$ cat src/rtl/cfg_packer_avlstrm_if.sv
// avl_stream_if: single-channel Avalon-ST link carrying stats_t records.
//   valid/sop/eop/data : source -> sink
//   ready              : sink -> source
// tx/master is the source view, rx/slave the sink view.
interface avl_stream_if #(
   parameter int DW = 40
);
   logic          valid;
   logic          ready;
   logic          sop;
   logic          eop;
   logic [DW-1:0] data;

   modport tx     (output valid, sop, eop, data, input  ready);
   modport rx     (input  valid, sop, eop, data, output ready);
   modport master (output valid, sop, eop, data, input  ready);
   modport slave  (input  valid, sop, eop, data, output ready);
endinterface

$ cat src/rtl/cfg_packer_avlstrm.sv
// cfg_packer_avlstrm: host-side source of the stats/config record stream.
// Turns MMIO writes {addr,val} into single-beat stats_t records on an Avalon-ST
// port, keeps a shadow copy of every register for readback, and replays the
// whole shadow file (ascending addr) when REPLAY_ADDR is written.
// Ports:
//   Clk, Rst      clock, synchronous active-high reset
//   write/writeaddr/writedata/waitrequest   host write port (host holds while stalled)
//   readaddr/readdata                       shadow readback, 1-cycle latency
//   fifo_level    registered record FIFO occupancy
//   cfg_out       record stream, data = {addr[7:0], val[31:0]}
module cfg_packer_avlstrm #(
   parameter int         FIFO_DEPTH  = 8,
   parameter int         NUM_REGS    = 64,
   parameter logic [7:0] REPLAY_ADDR = 8'hFF
) (
   input  logic                          Clk,
   input  logic                          Rst,
   input  logic                          write,
   input  logic [7:0]                    writeaddr,
   input  logic [31:0]                   writedata,
   output logic                          waitrequest,
   input  logic [7:0]                    readaddr,
   output logic [31:0]                   readdata,
   output logic [$clog2(FIFO_DEPTH):0]   fifo_level,
   avl_stream_if.tx                      cfg_out
);

   localparam int AW = $clog2(FIFO_DEPTH);
   localparam int IW = (NUM_REGS > 1) ? $clog2(NUM_REGS) : 1;
   localparam logic [IW-1:0] LAST_IDX = IW'(NUM_REGS - 1);
   localparam logic [8:0]    NREGS9   = 9'(NUM_REGS);

   typedef struct packed {
      logic [7:0]  addr;
      logic [31:0] val;
   } stats_t;

   typedef enum logic {IDLE, REPLAY} state_t;

   stats_t        mem [FIFO_DEPTH];
   logic [AW-1:0] wr_ptr, rd_ptr;
   logic [AW:0]   level_q;
   logic [31:0]   shadow [NUM_REGS];

   state_t        state_q, state_d;
   logic [IW-1:0] idx_q, idx_d;

   logic   full, empty, pop, push;
   logic   host_acc, host_push, is_replay_cmd, wr_in_range, rd_in_range;
   logic   rep_push;
   stats_t push_rec;

   assign full  = (level_q == (AW+1)'(FIFO_DEPTH));
   assign empty = (level_q == '0);

   // Host is stalled for the whole replay so replay records are never
   // interleaved with new writes.
   assign waitrequest = full || (state_q == REPLAY);

   assign host_acc      = write && !waitrequest;
   assign is_replay_cmd = (writeaddr == REPLAY_ADDR);
   assign wr_in_range   = ({1'b0, writeaddr} < NREGS9);
   assign rd_in_range   = ({1'b0, readaddr} < NREGS9);
   // Replay command wins even if REPLAY_ADDR were inside the register range.
   assign host_push     = host_acc && !is_replay_cmd && wr_in_range;

   assign pop = !empty && cfg_out.ready;

   // ---------------- replay FSM ----------------
   always_ff @(posedge Clk) begin
      if (Rst) begin
         state_q <= IDLE;
         idx_q   <= '0;
      end else begin
         state_q <= state_d;
         idx_q   <= idx_d;
      end
   end

   always_comb begin
      state_d  = state_q;
      idx_d    = idx_q;
      rep_push = 1'b0;
      case (state_q)
         IDLE: begin
            if (host_acc && is_replay_cmd) begin
               state_d = REPLAY;
               idx_d   = '0;
            end
         end
         REPLAY: begin
            // A same-cycle pop frees a slot, so a full FIFO can still take a record.
            if (!full || pop) begin
               rep_push = 1'b1;
               if (idx_q == LAST_IDX) state_d = IDLE;
               else                   idx_d   = idx_q + 1'b1;
            end
         end
         default: state_d = IDLE;
      endcase
   end

   // host_push and rep_push are exclusive: host is stalled during REPLAY.
   assign push = host_push || rep_push;

   always_comb begin
      push_rec = '{addr: writeaddr, val: writedata};
      if (rep_push) push_rec = '{addr: 8'(idx_q), val: shadow[idx_q]};
   end

   // ---------------- record FIFO ----------------
   // Storage has no reset; pointers/level define what is valid.
   always_ff @(posedge Clk) begin
      if (push) mem[wr_ptr] <= push_rec;
   end

   always_ff @(posedge Clk) begin
      if (Rst) begin
         wr_ptr  <= '0;
         rd_ptr  <= '0;
         level_q <= '0;
      end else begin
         if (push) wr_ptr <= wr_ptr + 1'b1;
         if (pop)  rd_ptr <= rd_ptr + 1'b1;
         case ({push, pop})
            2'b10:   level_q <= level_q + 1'b1;
            2'b01:   level_q <= level_q - 1'b1;
            default: level_q <= level_q;
         endcase
      end
   end

   assign fifo_level    = level_q;
   assign cfg_out.valid = !empty;
   assign cfg_out.sop   = !empty;
   assign cfg_out.eop   = !empty;
   assign cfg_out.data  = mem[rd_ptr];

   // ---------------- shadow file + readback ----------------
   // readdata samples the pre-edge shadow, so a same-cycle write reads old data.
   always_ff @(posedge Clk) begin
      if (Rst) begin
         for (int i = 0; i < NUM_REGS; i++) shadow[i] <= '0;
         readdata <= '0;
      end else begin
         if (host_push) shadow[writeaddr[IW-1:0]] <= writedata;
         readdata <= rd_in_range ? shadow[readaddr[IW-1:0]] : 32'h0;
      end
   end

endmodule

$ cat src/flat_wrapper.sv
// flat-port wrapper written by rule: the top's interface ports become plain ports
module cfg_packer_avlstrm_flat 
#(
   parameter int         FIFO_DEPTH  = 8,
   parameter int         NUM_REGS    = 64,
   parameter logic [7:0] REPLAY_ADDR = 8'hFF
)
  (Clk, Rst, write, writeaddr, writedata, waitrequest, readaddr, readdata, fifo_level, cfg_out_valid, cfg_out_sop, cfg_out_eop, cfg_out_data, cfg_out_ready);
  avl_stream_if #(.DW(40)) cfg_out_i ();
  input  logic Clk;
  input  logic Rst;
  input  logic write;
  input  logic [7:0] writeaddr;
  input  logic [31:0] writedata;
  output logic waitrequest;
  input  logic [7:0] readaddr;
  output logic [31:0] readdata;
  output logic [$clog2(FIFO_DEPTH):0] fifo_level;
  output wire logic [$bits(cfg_out_i.valid)-1:0] cfg_out_valid;
  output wire logic [$bits(cfg_out_i.sop)-1:0] cfg_out_sop;
  output wire logic [$bits(cfg_out_i.eop)-1:0] cfg_out_eop;
  output wire logic [$bits(cfg_out_i.data)-1:0] cfg_out_data;
  input wire logic [$bits(cfg_out_i.ready)-1:0] cfg_out_ready;
  assign cfg_out_valid = cfg_out_i.valid;
  assign cfg_out_sop = cfg_out_i.sop;
  assign cfg_out_eop = cfg_out_i.eop;
  assign cfg_out_data = cfg_out_i.data;
  assign cfg_out_i.ready = cfg_out_ready;
  cfg_packer_avlstrm #(.FIFO_DEPTH(FIFO_DEPTH), .NUM_REGS(NUM_REGS), .REPLAY_ADDR(REPLAY_ADDR)) u_core (.Clk(Clk), .Rst(Rst), .write(write), .writeaddr(writeaddr), .writedata(writedata), .waitrequest(waitrequest), .readaddr(readaddr), .readdata(readdata), .fifo_level(fifo_level), .cfg_out(cfg_out_i));
endmodule
$ cat config.mk
export PLATFORM = sky130hd
export DESIGN_NAME = cfg_packer_avlstrm_flat
export DESIGN_NICKNAME = d
export VERILOG_FILES = /design/src/rtl/cfg_packer_avlstrm_if.sv /design/src/rtl/cfg_packer_avlstrm.sv /design/src/flat_wrapper.sv
export SDC_FILE = /design/constraint.sdc
export NUM_CORES = 2
export LEC_CHECK = 0
export BUFFER_PORTS_ARGS = -buffer_cell sky130_fd_sc_hd__buf_2
export CAP_MARGIN = 25
export CORE_MARGIN = 2
export CORE_UTILIZATION = 45
export CTS_CLUSTER_SIZE = 10
export DETAILED_ROUTE_END_ITERATION = 10
export GPL_TIMING_DRIVEN = 1
export PLACE_DENSITY_LB_ADDON = 0.1
export SLEW_MARGIN = 20
export SYNTH_ARGS = -nofsm -noshare
export SYNTH_HDL_FRONTEND = slang
export SYNTH_SLANG_ARGS = --single-unit
$ cat constraint.sdc
create_clock -name Clk -period 6.79 [get_ports Clk]
set_clock_uncertainty 0.05 [all_clocks]
set_input_delay 0.3395 -clock Clk [delete_from_list [all_inputs] [get_ports Clk]]
set_output_delay 0.3395 -clock Clk [all_outputs]
set_load 0.1 [all_outputs]
==> results.md <==
Outcome:
- The run finished with clean final reports.

CTS:
- The CTS buffer count is 296.
- The worst-skew pair later-pin latency is 0.93 ns.
- The total number of clock tree sinks is 2426.
- The TritonCTS clock tree is done.
- In this run the clock root is driven by a sky130_fd_sc_hd__clkbuf_16.
- The H-tree level count is 5.
- The largest buffer count on any clock path is 4.
- Clock-pin slew was measured on the worst setup and hold paths at 0.06 ns.

Power:
- Summed over all cells, the static leakage comes to 45.8 nW.
- The highest ir drop seen on vdd is 168 uV.
- The total power consumption of the routed design is 35.9 mW.
- For this design the ratio of total power to cell area is 263 nW/um^2.

Global route:
- Across every metal layer, demand over resource in global routing totals 35.5%.
- The via count of the first global-routing pass is 73.9k.
- The total congestion overflow is 0.
- The number of antenna violations at the first check in global routing is 75.
- The wire length of the first global-routing pass is 667000 um.
- The largest net degree at the start of global routing is 82.

STA:
- The final period utilization is 71.7%.
- Adding up every negative setup slack in the final design gives 0 ns.
- Setup violations remaining at the end of the flow were counted as 0.
- Final hold analysis gives a worst-case slack of 0.0421 ns.
- For the finished layout, the period the worst path requires is 4.87 ns.
- The actual transition at the worst max-transition pin is 1.44 ns.
- For this run, the top clock speed supported by timing is 205 MHz.
- The number of hold violations in the final report is 0.
- Setup repair after global routing left no endpoint under its margin.
- The final max-slew violation count is 0.
- In this run the tightest slew margin relative to its limit is 4.00%.

Finish:
- Leaving out fill and tap cells, the most frequent cell in the layout is sky130_fd_sc_hd__edfxtp_1.
- The final instance area is 137000 um^2.
- The top cell types in the final layout, fill and taps aside, are sky130_fd_sc_hd__edfxtp_1 (2368), sky130_fd_sc_hd__and2_1 (2053), sky130_fd_sc_hd__mux4_2 (1071).
- The layout cell share with drive strength beyond 1 is 26.0%.
- At the end of the flow, the number of nets in the layout was 7820.
- The layout-stage area growth over the synthesis result is 10.9%.
- Cells fill 50.0% of the core in the end.

Synth:
- The number of storage elements in the synthesis netlist is 2426.
- Ranked by total cell area, the synthesized netlist is headed by sky130_fd_sc_hd__edfxtp_1 (58%), sky130_fd_sc_hd__mux4_2 (20%), sky130_fd_sc_hd__and2_1 (10%), sky130_fd_sc_hd__mux2i_1 (2.5%), sky130_fd_sc_hd__clkbuf_1 (1.8%).
- The synthesized design devotes to its leading area cell type 57.8% of total area.
- After synthesis, the mean cell area works out to 15.6 um^2.
- Yosys printed 0 warnings.
- The synthesized net count is 7926.
- The most used flip-flop cell after synthesis is sky130_fd_sc_hd__edfxtp_1.
- The post-synthesis sequential area ratio is 58.7%.
- The number of enable-type register cells in the synthesized netlist is 2368.
- The cell area after technology mapping is 123000 um^2.
- In this run, distinct cell masters in the synthesized netlist total 65.
- Synthesis produced 7868 cells.
- For this run, asynchronously set or reset flops after synthesis account for 0%.
- The cell taking the most area after synthesis is sky130_fd_sc_hd__edfxtp_1.

Route:
- The number of nets still failing antenna checks after routing is 0.
- The number of detailed-route iterations in the first pass is 6.
- After detailed routing, the number of vias per cell comes to 6.74.
- The total wire length after detailed routing is 497000 um.
- Dividing the detail-routed wire length by the instance count gives 43.2 um.
- The final routed DRC violation total is 0.
- The number of vias after detailed routing is 77.7k.
- For this block, the initial DRC count from the detailed router was 13.9k.

Floorplanning:
- The die is 527 um tall.
- The floorplan step defined a core boundary enclosing 273000 um^2.
- The floorplan step set the die width to 527 um.
- The die covers 278000 um^2.
- The number of rows in the core area is 192.
- The I/O pin total is 132.
- The initial utilization of the core area, before any placement, comes to 45.1%.

Placement:
- Detailed placement ended at an HPWL of 326000 um.
- The count of buffers added on input and output ports is 131.
- The instance area after placement is 128000 um^2.
- The global placement routability congestion is 1.28.

Min path:
- The kind of path behind the tightest hold check is input port to register.
- The beginning of the worst hold path is writedata[30].

Job:
- The number of max-capacitance violations reported is 0.

Worst setup path:
- The worst setup path is captured at a register.
- The data arrival time of the critical path is 5.24 ns.
- The worst setup path is launched from a register.
- Along the worst path, the maximum fanout reaches 36.
- The worst setup path is of the register to register kind.
- The required time at the endpoint of the critical path is 7.16 ns.
[worst max-delay path: stages (launching register included)]
cell and delay (ns):
sky130_fd_sc_hd__dfxtp_4 0.71, sky130_fd_sc_hd__buf_4 0.72, sky130_fd_sc_hd__mux4_2 0.63, sky130_fd_sc_hd__mux4_2 0.52, sky130_fd_sc_hd__a22oi_1 0.94, sky130_fd_sc_hd__nand3_1 0.68
[cells in the mapped netlist (all sizes together) (14+ instances only)]
master,n
nor2,122
nor3,33
mux4,1071
nand2b,14
nor2b,15
buf,225
a41o,32
a21oi,135
nand3,114
mux2i,310
or2,69
mux2,48
dfxtp,58
a22oi,255
o22ai,42
clkbuf,606
edfxtp,2368
nand2,157
and2,2055
o21ai,15
[layer usage]
layer | routed length (um) | vias to the layer above | track usage [%] | share of wire [%]
met3 | 62000 | 911 | 10.6 | 12
met2 | 214000 | 5455 | 50.9 | 43
li1 | - | 30070 | - | -
met4 | 31500 | 18 | 18.3 | 6.3
met1 | 190000 | 41274 | 49.0 | 38
met5 | 119 | - | 0 | 0.024
[layout make-up]
cell class,instances,area (um^2)
timing repair buffer,427,3440
multi-input combinational,4603,47900
fill,22451,136000
antenna,39,97.6
inverter,8,30.0
sequential,2426,72300
clock buffer,391,7890
clock inverter,42,399
tap,3589,4490
[sequential cells by signal, indices dropped and copies added, names as in the netlist, named ones only]
register and count:
u_core.idx_q 6, u_core.mem 320, u_core.fifo_level 4, u_core.shadow 2048, u_core.state_q 1, u_core.wr_ptr 3
u_core.readdata 32, u_core.rd_ptr 3
[final timing paths]
path	end	slack, ns	depth (start not counted)
worst max-delay path	u_core.mem[5][13]$_DFFE_PP_	1.92	5
worst max register to register	u_core.mem[5][13]$_DFFE_PP_	1.92	5
worst min register to register	register	0.42	2
worst min-delay path	u_core.shadow[34][30]$_SDFFCE_PN0P_	0.04	2
[timing repair]
| item | CTS | global route |
|---|---|---|
| buffers inserted | 0 | 0 |
| hold endpoints to repair | 47 | 0 |
| resized for setup | 0 | 0 |
| hold buffers | 11 | 0 |
[through the flow]
step | setup slack (ns) | instances
floorplan | 0.205 | 7868
global route | 1.87 | 11497
detailed placement | 1.94 | 11027
CTS | 1.89 | 11471
global placement | 1.93 | 11019
finish | 1.92 | 11525
[kinds of logic (layout without fill, tap and decap cells)]
logic type | after synthesis | in the layout | share of synthesized area [%]
flops | 2426 | 2426 | 58.7
simple gates | 2635 | 2635 | 12.7
mux | 1429 | 1429 | 22.6
compound gates | 527 | 527 | 2.97
xor+xnor | 6 | 6 | 0.0427
other cells | 0 | 39 | 0
fa+ha+maj | 6 | 6 | 0.0610
buf+inv | 839 | 868 | 2.93
[report_power, final]
part	internal, mW	switching (mW)	total (mW)
Combinational	1.23	2.92	4.15
Clock	8.13	6.31	14.4
Sequential	16.9	0.358	17.3
Total	26.3	9.59	35.9
No activity file was read; power rests on OpenSTA's default activity.
